**config.mk**
```make
export PLATFORM = sky130hd
export DESIGN_NAME = mem_port_arbiter
export DESIGN_NICKNAME = d
export VERILOG_FILES = /design/src/rtl/mem_port_arbiter.sv
export SDC_FILE = /design/constraint.sdc
export NUM_CORES = 1
export LEC_CHECK = 0
export CORE_AREA = 2 2 289 291
export DETAILED_ROUTE_END_ITERATION = 10
export DIE_AREA = 0 0 291 293
export GPL_TIMING_DRIVEN = 0
export PLACE_DENSITY = 0.37
export REMOVE_ABC_BUFFERS = 1
export SETUP_SLACK_MARGIN = 0.5
export SYNTH_ARGS = -nofsm -noshare
export SYNTH_HDL_FRONTEND = slang
export SYNTH_SLANG_ARGS = --single-unit
```
**constraint.sdc**
```tcl
create_clock -name clk -period 1.9 [get_ports clk]
set_input_delay 0.19 -clock clk [delete_from_list [all_inputs] [get_ports clk]]
set_output_delay 0.19 -clock clk [all_outputs]
set_load 0.02 [all_outputs]
```
**src/rtl/mem_port_arbiter.sv**
```systemverilog
`default_nettype none
// ============================================================================
// Module   : mem_port_arbiter
// Purpose  : Round-robin arbiter merging instruction-fetch and data-access
//            requests onto one shared strobe/cycle/ack/retry memory port.
// Revision : 1.0 - initial release
// ============================================================================
module mem_port_arbiter #(
    parameter int ADDR_W = 16,
    parameter int DATA_W = 128,
    parameter int SEL_W  = DATA_W / 8
) (
    input  logic              clk,
    input  logic              rst,

    input  logic [ADDR_W-1:0] imem_address,
    input  logic              imem_action_stb,
    input  logic              imem_action_cyc,
    output logic [DATA_W-1:0] imem_rdata,
    output logic              imem_resp,
    output logic              imem_retry,

    input  logic [ADDR_W-1:0] dmem_address,
    input  logic [DATA_W-1:0] dmem_wdata,
    input  logic              dmem_write,
    input  logic [SEL_W-1:0]  dmem_byte_enable,
    input  logic              dmem_action_stb,
    input  logic              dmem_action_cyc,
    output logic [DATA_W-1:0] dmem_rdata,
    output logic              dmem_resp,
    output logic              dmem_retry,

    output logic [ADDR_W-1:0] mem_address,
    output logic [DATA_W-1:0] mem_wdata,
    output logic              mem_we,
    output logic [SEL_W-1:0]  mem_sel,
    output logic              mem_stb,
    output logic              mem_cyc,
    input  logic [DATA_W-1:0] mem_rdata,
    input  logic              mem_ack,
    input  logic              mem_rty
);

    typedef enum logic [2:0] {
        S_IDLE    = 3'd0,
        S_GRANT_I = 3'd1,
        S_GRANT_D = 3'd2,
        S_RETRY_I = 3'd3,
        S_RETRY_D = 3'd4
    } state_t;

    state_t            r_state;
    logic              r_last_d;
    logic [ADDR_W-1:0] r_cmd_addr;
    logic [DATA_W-1:0] r_cmd_wdata;
    logic              r_cmd_we;
    logic [SEL_W-1:0]  r_cmd_sel;
    logic              r_stb;
    logic              r_cyc;

    logic w_imem_req;
    logic w_dmem_req;
    logic w_pick_d;
    logic w_grant_i;
    logic w_grant_d;

    assign w_imem_req = imem_action_stb & imem_action_cyc;
    assign w_dmem_req = dmem_action_stb & dmem_action_cyc;
    // On a tie the port that did not win last time is served.
    assign w_pick_d   = w_dmem_req & (~w_imem_req | ~r_last_d);
    assign w_grant_i  = (r_state == S_GRANT_I);
    assign w_grant_d  = (r_state == S_GRANT_D);

    always_ff @(posedge clk) begin
        if (rst) begin
            r_state     <= S_IDLE;
            r_last_d    <= 1'b0;
            r_cmd_addr  <= '0;
            r_cmd_wdata <= '0;
            r_cmd_we    <= 1'b0;
            r_cmd_sel   <= '0;
            r_stb       <= 1'b0;
            r_cyc       <= 1'b0;
        end else begin
            case (r_state)
                S_IDLE: begin
                    if (w_pick_d) begin
                        r_cmd_addr  <= dmem_address;
                        r_cmd_wdata <= dmem_wdata;
                        r_cmd_we    <= dmem_write;
                        r_cmd_sel   <= dmem_byte_enable;
                        r_last_d    <= 1'b1;
                        r_stb       <= 1'b1;
                        r_cyc       <= 1'b1;
                        r_state     <= S_GRANT_D;
                    end else if (w_imem_req) begin
                        r_cmd_addr  <= imem_address;
                        r_cmd_we    <= 1'b0;
                        r_cmd_sel   <= '1;
                        r_last_d    <= 1'b0;
                        r_stb       <= 1'b1;
                        r_cyc       <= 1'b1;
                        r_state     <= S_GRANT_I;
                    end
                end
                S_GRANT_I: begin
                    // Ack beats both abort and retry.
                    if (mem_ack || !w_imem_req) begin
                        r_stb   <= 1'b0;
                        r_cyc   <= 1'b0;
                        r_state <= S_IDLE;
                    end else if (mem_rty) begin
                        r_stb   <= 1'b0;
                        r_state <= S_RETRY_I;
                    end
                end
                S_GRANT_D: begin
                    if (mem_ack || !w_dmem_req) begin
                        r_stb   <= 1'b0;
                        r_cyc   <= 1'b0;
                        r_state <= S_IDLE;
                    end else if (mem_rty) begin
                        r_stb   <= 1'b0;
                        r_state <= S_RETRY_D;
                    end
                end
                S_RETRY_I: begin
                    if (!w_imem_req) begin
                        r_cyc   <= 1'b0;
                        r_state <= S_IDLE;
                    end else begin
                        r_stb   <= 1'b1;
                        r_state <= S_GRANT_I;
                    end
                end
                S_RETRY_D: begin
                    if (!w_dmem_req) begin
                        r_cyc   <= 1'b0;
                        r_state <= S_IDLE;
                    end else begin
                        r_stb   <= 1'b1;
                        r_state <= S_GRANT_D;
                    end
                end
                default: begin
                    r_stb   <= 1'b0;
                    r_cyc   <= 1'b0;
                    r_state <= S_IDLE;
                end
            endcase
        end
    end

    assign mem_address = r_cmd_addr;
    assign mem_wdata   = r_cmd_wdata;
    assign mem_we      = r_cmd_we;
    assign mem_sel     = r_cmd_sel;
    assign mem_stb     = r_stb;
    assign mem_cyc     = r_cyc;

    // Responses pass straight through from the memory in the granted cycle.
    assign imem_resp  = w_grant_i & mem_ack;
    assign dmem_resp  = w_grant_d & mem_ack;
    assign imem_retry = w_grant_i & mem_rty & ~mem_ack & w_imem_req;
    assign dmem_retry = w_grant_d & mem_rty & ~mem_ack & w_dmem_req;
    assign imem_rdata = imem_resp ? mem_rdata : '0;
    assign dmem_rdata = dmem_resp ? mem_rdata : '0;

endmodule
`default_nettype wire

```
Yosys cells after proc, flatten, opt, wreduce, memory -nomap -nowiden
Cells that the tools add are included.
{"block": "classes", "n_eq_ne": 12, "n_mux": 32, "bitwise": 15, "n_reduce_logical": 10}
{"operator": "2-to-1 mux 128 bit", "count": 2}
{"operator": "2-to-1 mux 16 bit", "count": 4}
{"operator": "2-to-1 mux 3 bit", "count": 6}
{"operator": "2-to-1 mux 1 bit", "count": 16}
{"operator": "case mux 3 bit (5 select lines)", "count": 1}
{"operator": "AND 1 bit", "count": 11}
{"operator": "case mux 1 bit (5 select lines)", "count": 2}
{"operator": "equality test 3 x 2 -> 1 bit (second input constant)", "count": 2}
{"operator": "!= test 2 bit (second input constant)", "count": 3}
{"operator": "!= test 3 x 2 -> 1 bit (second input constant)", "count": 2}
{"operator": "AND reduction 5 bit", "count": 1}
{"operator": "!= test 2 x 1 -> 1 bit (second input constant)", "count": 2}
{"operator": "AND reduction 2 bit", "count": 2}
{"operator": "equality test 3 x 1 -> 1 bit (second input constant)", "count": 1}
{"operator": "equality test 3 bit (second input constant)", "count": 1}
{"operator": "zero test 3 bit", "count": 1}
{"operator": "!= test 3 bit (second input constant)", "count": 1}
{"operator": "inverter 1 bit", "count": 3}
{"operator": "AND reduction 3 bit", "count": 1}
{"operator": "zero test 1 bit", "count": 2}
{"operator": "logical OR 1 bit", "count": 2}
{"operator": "2-to-1 mux 2 bit", "count": 1}
{"operator": "nonzero test 2 bit", "count": 1}
{"operator": "bitwise OR 1 bit", "count": 1}
{"block": "totals", "regBits": 167, "output_inout_bits": 423}

Logic depth before layout (Yosys ltp)
Gate-level depths: netlist of run 1.
{"block": "logic_depth", "word_depth": 6, "depth_mapped": 8, "ltp_nobuf": 4}

Least setup slack after synthesis of run 1
OpenSTA, ideal clock, no wires.
{"block": "synth_path", "kind": "register to output", "from": "register r_state[0]", "to": "output port dmem_rdata[108]", "arrival_ns": 1.702, "required_ns": 1.710, "slack_ns": 0.008, "path_stages_with_launch": 7, "path_buffers": 3, "cell_sequence": "dfxtp_1 clkbuf_1 or3b_1 nor2_1 clkbuf_1 clkbuf_1 and2_1"}
{"block": "synth_between", "elab_chain_len": 3}
{"item": "start, declared", "line": "52", "text": "state_t r_state;"}
{"item": "start signal, assigned", "line": "76", "text": "r_state <= S_IDLE;"}
{"item": "start signal, assigned", "line": "95", "text": "r_state <= S_GRANT_D;"}
{"item": "start signal, assigned", "line": "103", "text": "r_state <= S_GRANT_I;"}
{"item": "equality test 3 x 2 -> 1 bit", "line": "72", "text": "assign w_grant_d = (r_state == S_GRANT_D);"}
{"item": "AND 1 bit", "line": "163", "text": "assign dmem_resp = w_grant_d & mem_ack;"}
{"item": "2-to-1 mux 128 bit", "line": "167", "text": "assign dmem_rdata = dmem_resp ? mem_rdata : '0;"}
{"item": "end, declared", "line": "29", "text": "output logic [DATA_W-1:0] dmem_rdata,"}
No other way between the ends.

Worst setup path in the final report of run 1
{"block": "layout_path", "from": "register r_state[2]", "to": "output port dmem_rdata[12]"}
Same word-level chain as after synthesis.

==> PnR_summary.wiki, run 1 <==
{| class="wikitable"
! Metric !! Value
|-
| Post-detail-place hpwl || 53,970 um
|-
| Category of the critical setup timing path || flip-flop to output pin
|-
| Total number of clock tree sinks || 167
|-
| Worst EP arrival || 2.45 ns
|-
| Synth-to-Final Area Change || 172.0%
|-
| Level count of the clock H-tree || 4
|-
| Most frequent cells after synthesis || sky130_fd_sc_hd__nand2_1, sky130_fd_sc_hd__and2_1, sky130_fd_sc_hd__dfxtp_1, sky130_fd_sc_hd__a21oi_1, sky130_fd_sc_hd__clkbuf_1
|-
| Critical path peak fanout || 6
|-
| RSZ-0062 raised after global routing || true
|-
| Area share of the largest cell type after synthesis || 0.4260
|-
| Number of optimization iterations in the first detailed-route pass || 5
|-
| Mapped Cells || 1,042
|-
| Total Wirelength || 77,590 um
|-
| Pin count of the biggest net entering global routing || 116
|-
| First-pass GRT wire length || 94,430 um
|-
| Run status || finished, violations left
|-
| X dimension of the die || 291 um
|-
| Hold path startpoint || rst
|-
| Initial antenna violation count || 19
|-
| Cell type of the slowest stage on the worst timing path || sky130_fd_sc_hd__or3b_4
|-
| Via count of the first global-routing pass || 10,510
|-
| Mean number of vias per cell || 3.656
|-
| Post-layout net count || 2,235
|-
| Final setup violating endpoints || 425
|-
| Number of violations reported at the end of detailed-routing iteration 0 || 454
|-
| R2R cell count || 15
|-
| Number of filler instances in the final layout || 8,839
|-
| # placed instances || 2,776
|-
| Minimum clock period || 2.641 ns
|-
| Non-filler cells, final || 3,013
|-
| Post-route DRC violation count || 0
|-
| Area after DPL || 16,550 um^2
|-
| Per-instance average area after synthesis || 7.532 um^2
|-
| Final hold violation count || 0
|-
| Path class of the lowest-slack min-delay path || primary input to flip-flop
|-
| Maximum capacitance violations || 0
|-
| Combined area of all synthesized cells || 7849 um^2
|-
| TritonCTS clock tree || built
|-
| Yosys Warn Count || 0
|-
| Synth area leaders || sky130_fd_sc_hd__dfxtp_1, sky130_fd_sc_hd__and2_1, sky130_fd_sc_hd__nand2_1
|-
| Data required time at the worst endpoint || 1.71 ns
|-
| Slowest Stage Delay on Critical Path || 0.43 ns
|-
| Violated checks || setup timing
|-
| Relative max-transition margin || 0.5238
|-
| Maximum operating frequency || 378.7 MHz
|-
| Post-synth top area cell || sky130_fd_sc_hd__dfxtp_1
|-
| Aggregate global routing overflow || 0
|-
| Final Slew Violations || 0
|-
| Via count || 11,020
|-
| Top-level port count || 736
|-
| FF+latch count, synth || 167
|-
| Flop2flop setup slack || -0.59 ns
|-
| Post-synth EDFFs || 0
|-
| Overall die area || 85,260 um^2
|-
| Floorplan row count || 105
|-
| Final setup slack of the worst path || -0.7407 ns
|-
| Count of nets left with antenna violations after detail routing || 0
|-
| Async SR Flop Fraction || 0
|-
| Commonest register cell after synthesis || sky130_fd_sc_hd__dfxtp_1
|-
| Worst slew pin tran || 0.7143 ns
|-
| Dominant cell by count in the synthesized netlist || sky130_fd_sc_hd__nand2_1
|-
| Power per cell area || 561.1 nW/um^2
|-
| Vert. Die Dim || 293 um
|-
| Synth unique cells || 38
|-
| Sequential Area || 3354 um^2
|-
| Share of cells above drive strength 1 || 0.4160
|-
| Count of buffers from port buffering || 735
|-
| Clk_lat worst skew || 0.50 ns
|-
| All-Layer GR Usage || 0.1631
|-
| Power after layout || 11.98 mW
|-
| Clock skew || 0.01718 ns
|-
| Share of synthesized area occupied by flip-flops and latches || 0.4260
|-
| Final clock period utilization by the worst path || 1.390
|-
| Type of element capturing the critical path || output pin
|-
| Number of cells on the worst hold path || 2
|-
| Sum Neg Setup Slack || -210.83 ns
|-
| Root Buffer || sky130_fd_sc_hd__clkbuf_16
|-
| Cell-by-cell listing of the critical path || or3b_4 > nor2_4 > buf_12 > buf_16 > buf_12 > buf_6 > buf_16 > buf_4 > and2_4 > buf_8
|-
| Final instance area || 21,350 um^2
|-
| Worst Hold Path EP || mem_wdata[79]
|-
| Maximum count of clock buffers along a single path || 2
|-
| Leakage power total || 8.778 nW
|-
| Combined area of the multi-input logic cells || 5249 um^2
|-
| Worst slack, placed || -1.422 ns
|-
| Kind of start point of the critical path || flip-flop
|-
| Floorplan Core Area || 81,850 um^2
|-
| Wirelength per Cell || 25.75 um
|-
| Max IR drop VDD || 0.5955 mV
|-
| R2r endpoint || mem_wdata[75]
|-
| Gpl congestion || 0.9662
|-
| Number of buffers added by the clock tree synthesis step || 17
|-
| Reg2reg start || r_state[1]
|-
| Initial core utilization || 0.09590
|-
| Clock slew at the register clock pins of the worst setup and hold paths || 0.08 ns
|}
[layout make-up]
type	count	area share
timing repair buffer	942	0.5044
multi-input combinational	791	0.2459
sequential	167	0.1571
tap	1070	0.06271
clock buffer	17	0.01993
clock inverter	15	0.008557
antenna	8	0.0009377
inverter	3	0.0005275
[critical path: cells and delay by family (launching register included)]
kind,cells,cell delay [ns]
DFF,1,0.36
and+or+nand+nor,3,0.72
buffers and inverters,7,0.86
[cells in the final DEF, fill, tap and decap left out, types with 36 or more instances in the layout]
cell / Yosys / routed
sky130_fd_sc_hd__and2_4: 0 / 176
sky130_fd_sc_hd__clkbuf_16: 0 / 38
sky130_fd_sc_hd__dfxtp_1: 167 / 164
sky130_fd_sc_hd__nand2_4: 0 / 38
sky130_fd_sc_hd__nor2_1: 56 / 39
sky130_fd_sc_hd__clkdlybuf4s50_1: 0 / 475
sky130_fd_sc_hd__and2_1: 256 / 80
sky130_fd_sc_hd__a21oi_1: 131 / 91
sky130_fd_sc_hd__nand2_1: 258 / 213
sky130_fd_sc_hd__buf_6: 8 / 234
sky130_fd_sc_hd__buf_4: 1 / 78
sky130_fd_sc_hd__a21oi_2: 0 / 39
sky130_fd_sc_hd__buf_8: 0 / 36
[flip-flops by register name (all words and copies together) (netlist names)]
signal       flops
mem_sel         16
mem_stb          1
mem_we           1
mem_wdata      128
mem_address     16
r_state          3
mem_cyc          1
r_last_d         1
[worst max-delay path by stage]
| stage | from | slack, ns | depth (start not counted) | endpoint |
|---|---|---|---|---|
| 4_1_cts | r_state[0] | -0.81 | 9 | dmem_rdata[8] |
| 2_1_floorplan | r_state[2] | -2.91 | 4 | mem_we |
| 3_5_place_dp | r_state[1] | -1.42 | 7 | dmem_rdata[8] |
| 5_1_grt | r_state[2] | -0.81 | 9 | dmem_rdata[93] |
| 6_report | r_state[2] | -0.74 | 10 | dmem_rdata[12] |
| 3_3_place_gp | dmem_action_stb | -8.73 | 5 | mem_wdata[103] |
[power breakdown]
part / internal (mW) / switching, mW / total, mW
Sequential: 3.73 / 0.139 / 3.87
Clock: 1.88 / 1.90 / 3.79
Combinational: 2.28 / 2.04 / 4.32
[cells by family after synthesis]
| family | synth area share |
|---|---|
| buf+inv | 0.05356 |
| flops | 0.4260 |
| mux | 0.02168 |
| xor+xnor | 0.001116 |
| compound gates | 0.1137 |
| simple gates | 0.3840 |
[repair_timing]
action	CTS	global route
setup buffers	97	43
hold buffers	0	0
gates resized for setup	1556	446
gates cloned	27	30
endpoints found under the hold margin	0	0
pin swaps	29	100
endpoints found under the setup margin	589	589
[layer usage]
metal	global-route usage	part of all wire	up-vias
met3	0.04160	0.058	76
met1	0.1943	0.43	5340
met4	0.04524	0.022	6
met2	0.2885	0.49	448
li1	-	-	5145
met5	0	0.00049	-
[metrics by stage]
step                        util  hold slack (ns)
final                     0.2608          0.08711
after global routing      0.2608          0.09004
after CTS                 0.2356          0.04160
after detailed placement  0.2022           0.4453
after global placement    0.1971           0.4416
after floorplan                -           0.2591
No activity file was read; power rests on OpenSTA's default activity.
==> inputs of run 2 (changes only) <==
--- a/config.mk
+++ b/config.mk
@@ -5,11 +5,10 @@
 export SDC_FILE = /design/constraint.sdc
 export NUM_CORES = 1
 export LEC_CHECK = 0
-export CORE_AREA = 2 2 289 291
+export CORE_AREA = 5 5 283 285
 export DETAILED_ROUTE_END_ITERATION = 10
-export DIE_AREA = 0 0 291 293
-export GPL_TIMING_DRIVEN = 0
-export PLACE_DENSITY = 0.37
+export DIE_AREA = 0 0 288 290
+export PLACE_DENSITY = 0.39
 export REMOVE_ABC_BUFFERS = 1
 export SETUP_SLACK_MARGIN = 0.5
 export SYNTH_ARGS = -nofsm -noshare
==> run 2 against run 1 <==
Effect of this change:
- the run still ends with setup timing left
- count of clock-buffer cells in the layout is the same
- worst setup slack gained 0.36 ns
- routed wire length shrank 14%
- non-clock buffer count shrank 47
- utilization shrank 0.20 points
- global-route usage shrank 2.0 points
- final area shrank 6.5%
- via count shrank 4.0%
- largest cell class unchanged
- power shrank 5.4%
- combinational power shrank 11%
- hold slack lost 0.010 ns
==> PnR_summary.wiki, run 2 (same netlist as run 1, synthesis figures left out) <==
{| class="wikitable"
! Metric !! Value
|-
| Clock skew || 0.006929 ns (-0.01025 ns)
|-
| Critical path's top delay family || simple AND/OR/NAND/NOR gates
|-
| Clk_lat worst skew || 0.48 ns (-0.02 ns)
|-
| Max IR drop VDD || 0.4992 mV (-16%)
|-
| Floorplan Core Area || 77,080 um^2 (-5.8%)
|-
| Library cell appearing most often on the critical path || sky130_fd_sc_hd__buf_12
|-
| Synth-to-Final Area Change || 154.2%
|-
| Number of filler instances in the final layout || 8,346 (-5.6%)
|-
| Final Core Density || 0.2588 (-0.001996)
|-
| Reg2reg start || r_state[2]
|-
| Number of optimization iterations in the first detailed-route pass || 4 (-1)
|-
| # placed instances || 2,816 (+1.4%)
|-
| Clock slew at the register clock pins of the worst setup and hold paths || 0.08 ns (about the same)
|-
| Total number of clock tree sinks || 167 (unchanged)
|-
| Maximum operating frequency || 439.1 MHz (+16%)
|-
| Post-layout net count || 2,183 (-2.3%)
|-
| Root Buffer || sky130_fd_sc_hd__clkbuf_16
|-
| Via count || 10,570 (-4.0%)
|-
| Number of buffer and inverter instances along the worst setup path || 4 (-3)
|-
| Cell type of the slowest stage on the worst timing path || sky130_fd_sc_hd__or3b_4
|-
| Pin count of the biggest net entering global routing || 43 (-63%)
|-
| Slowest Stage Delay on Critical Path || 0.41 ns (-0.02 ns)
|-
| Aggregate global routing overflow || 0 (unchanged)
|-
| Count of nets left with antenna violations after detail routing || 0 (unchanged)
|-
| Relative max-transition margin || 0.6438 (+0.1200)
|-
| Final setup slack of the worst path || -0.3773 ns (+0.3634 ns)
|-
| Total Wirelength || 66,490 um (-14%)
|-
| TritonCTS clock tree || built
|-
| Most frequent cells in the layout || sky130_fd_sc_hd__clkdlybuf4s50_1, sky130_fd_sc_hd__nand2_1, sky130_fd_sc_hd__buf_6, sky130_fd_sc_hd__dfxtp_1, sky130_fd_sc_hd__and2_4
|-
| Run status || finished, violations left
|-
| Hold_buf cts || 0 (unchanged)
|-
| Via count of the first global-routing pass || 10,480 (-0.22%)
|-
| Post-route DRC violation count || 0 (unchanged)
|-
| Count of buffers from port buffering || 735 (unchanged)
|-
| Post-detail-place hpwl || 51,670 um (-4.3%)
|-
| All-Layer GR Usage || 0.1429 (-0.02022)
|-
| Final hold violation count || 0 (unchanged)
|-
| Category of the critical setup timing path || flip-flop to output pin
|-
| Cell-by-cell listing of the critical path || or3b_4 > nor2_4 > buf_12 > buf_12 > clkbuf_16 > and2_4 > buf_8
|-
| Path class of the lowest-slack min-delay path || primary input to flip-flop
|-
| Wirelength per Cell || 22.70 um (-12%)
|-
| Floorplan row count || 102 (-2.9%)
|-
| Non-filler cells, final || 2,929 (-2.8%)
|-
| Data required time at the worst endpoint || 1.71 ns (about the same)
|-
| Type of element capturing the critical path || output pin
|-
| Combined area of the multi-input logic cells || 4888 um^2 (-6.9%)
|-
| Share of cells above drive strength 1 || 0.3850 (-0.03100)
|-
| Flop2flop setup slack || -0.26 ns (+0.33 ns)
|-
| Hold path startpoint || rst
|-
| Initial core utilization || 0.1018 (+0.005926)
|-
| Power per cell area || 568.2 nW/um^2 (+1.3%)
|-
| Final clock period utilization by the worst path || 1.199 (-0.1913)
|-
| Overall die area || 83,520 um^2 (-2.0%)
|-
| Final setup violating endpoints || 408 (-4.0%)
|-
| Number of violations reported at the end of detailed-routing iteration 0 || 403 (-11%)
|-
| Worst slew pin tran || 0.5326 ns (-0.1817 ns)
|-
| Mean number of vias per cell || 3.609 (-1.3%)
|-
| Critical path peak fanout || 6 (unchanged)
|-
| Final Slew Violations || 0 (unchanged)
|-
| Kind of start point of the critical path || flip-flop
|-
| Initial antenna violation count || 14 (-5)
|-
| X dimension of the die || 288 um (-1.0%)
|-
| Number of buffers added by the clock tree synthesis step || 17 (unchanged)
|-
| First-pass GRT wire length || 84,210 um (-11%)
|-
| Worst EP arrival || 2.09 ns (-0.36 ns)
|-
| Vert. Die Dim || 290 um (-1.0%)
|-
| Most frequent standard cell in the layout excluding fill and tap cells || sky130_fd_sc_hd__clkdlybuf4s50_1
|-
| Maximum capacitance violations || 0 (unchanged)
|-
| Number of flip-flops under the largest register name || 128 (unchanged)
|-
| Critical path origin || r_state[2]
|-
| Level count of the clock H-tree || 4 (unchanged)
|-
| Worst slack, placed || -0.4183 ns (+1.004 ns)
|-
| Violated checks || setup timing
|-
| Leakage power total || 8.009 nW (-8.8%)
|-
| Top-level port count || 736 (unchanged)
|-
| Gpl congestion || 0.9236 (-4.4%)
|-
| RSZ-0062 raised after global routing || true
|-
| Maximum count of clock buffers along a single path || 2 (unchanged)
|-
| Minimum clock period || 2.277 ns (-0.3634 ns)
|-
| Sequential Area || 3347 um^2 (-0.22%)
|}
[run 2: changes by cell type in the layout (fill, tap and decap cells not counted), moves of 21 or more]
cell,change
sky130_fd_sc_hd__buf_6,-47
sky130_fd_sc_hd__nand2_4,-34
sky130_fd_sc_hd__buf_4,+28
sky130_fd_sc_hd__a21oi_1,-26
sky130_fd_sc_hd__a21oi_2,+26
sky130_fd_sc_hd__buf_16,-23
sky130_fd_sc_hd__nand2_2,+21
[run 2: through the flow]
stage	area, um^2	setup TNS [ns]	power [mW]	hold WS [ns]
after floorplan	7440	-812.55	5.003	0.2591
after global placement	17110	-92.18	7.207	0.4418
after detailed placement	17110	-92.05	7.214	0.4472
after CTS	18140	-122.14	11.06	0.05421
after global routing	19950	-120.59	11.90	0.08386
final	19950	-83.26	11.34	0.07665
[run 2: final timing paths]
kind / to / depth (start not counted)
max: dmem_rdata[53] / 7
min: mem_wdata[30] / 2
max reg2reg: mem_wdata[14] / 11
min reg2reg: mem_wdata[127] / 2
[run 2: routing by layer]
metal	part of all wire	GRT usage
met1	0.39	0.1567
met2	0.47	0.2351
met3	0.11	0.07543
met4	0.027	0.05154
met5	0.0012	0
[run 2: final cells by class]
type,count,share of cell area
timing repair buffer,895,0.4923
multi-input combinational,786,0.2450
tap,1040,0.06522
antenna,6,0.0007525
clock inverter,15,0.007149
clock buffer,17,0.02132
inverter,3,0.0005644
sequential,167,0.1677
[run 2: what timing repair did]
action | 4_1_cts | 5_1_grt
gates cloned | 9 | 26
pin swaps | 4 | 46
setup endpoints to repair | 589 | 589
gates resized for setup | 884 | 636
setup buffers | 9 | 31
[run 2: power breakdown]
| part | total, mW | internal [mW] | switching [mW] |
|---|---|---|---|
| clock | 3.62 | 1.73 | 1.89 |
| sequential | 3.86 | 3.73 | 0.124 |
| combinational | 3.86 | 2.03 | 1.83 |
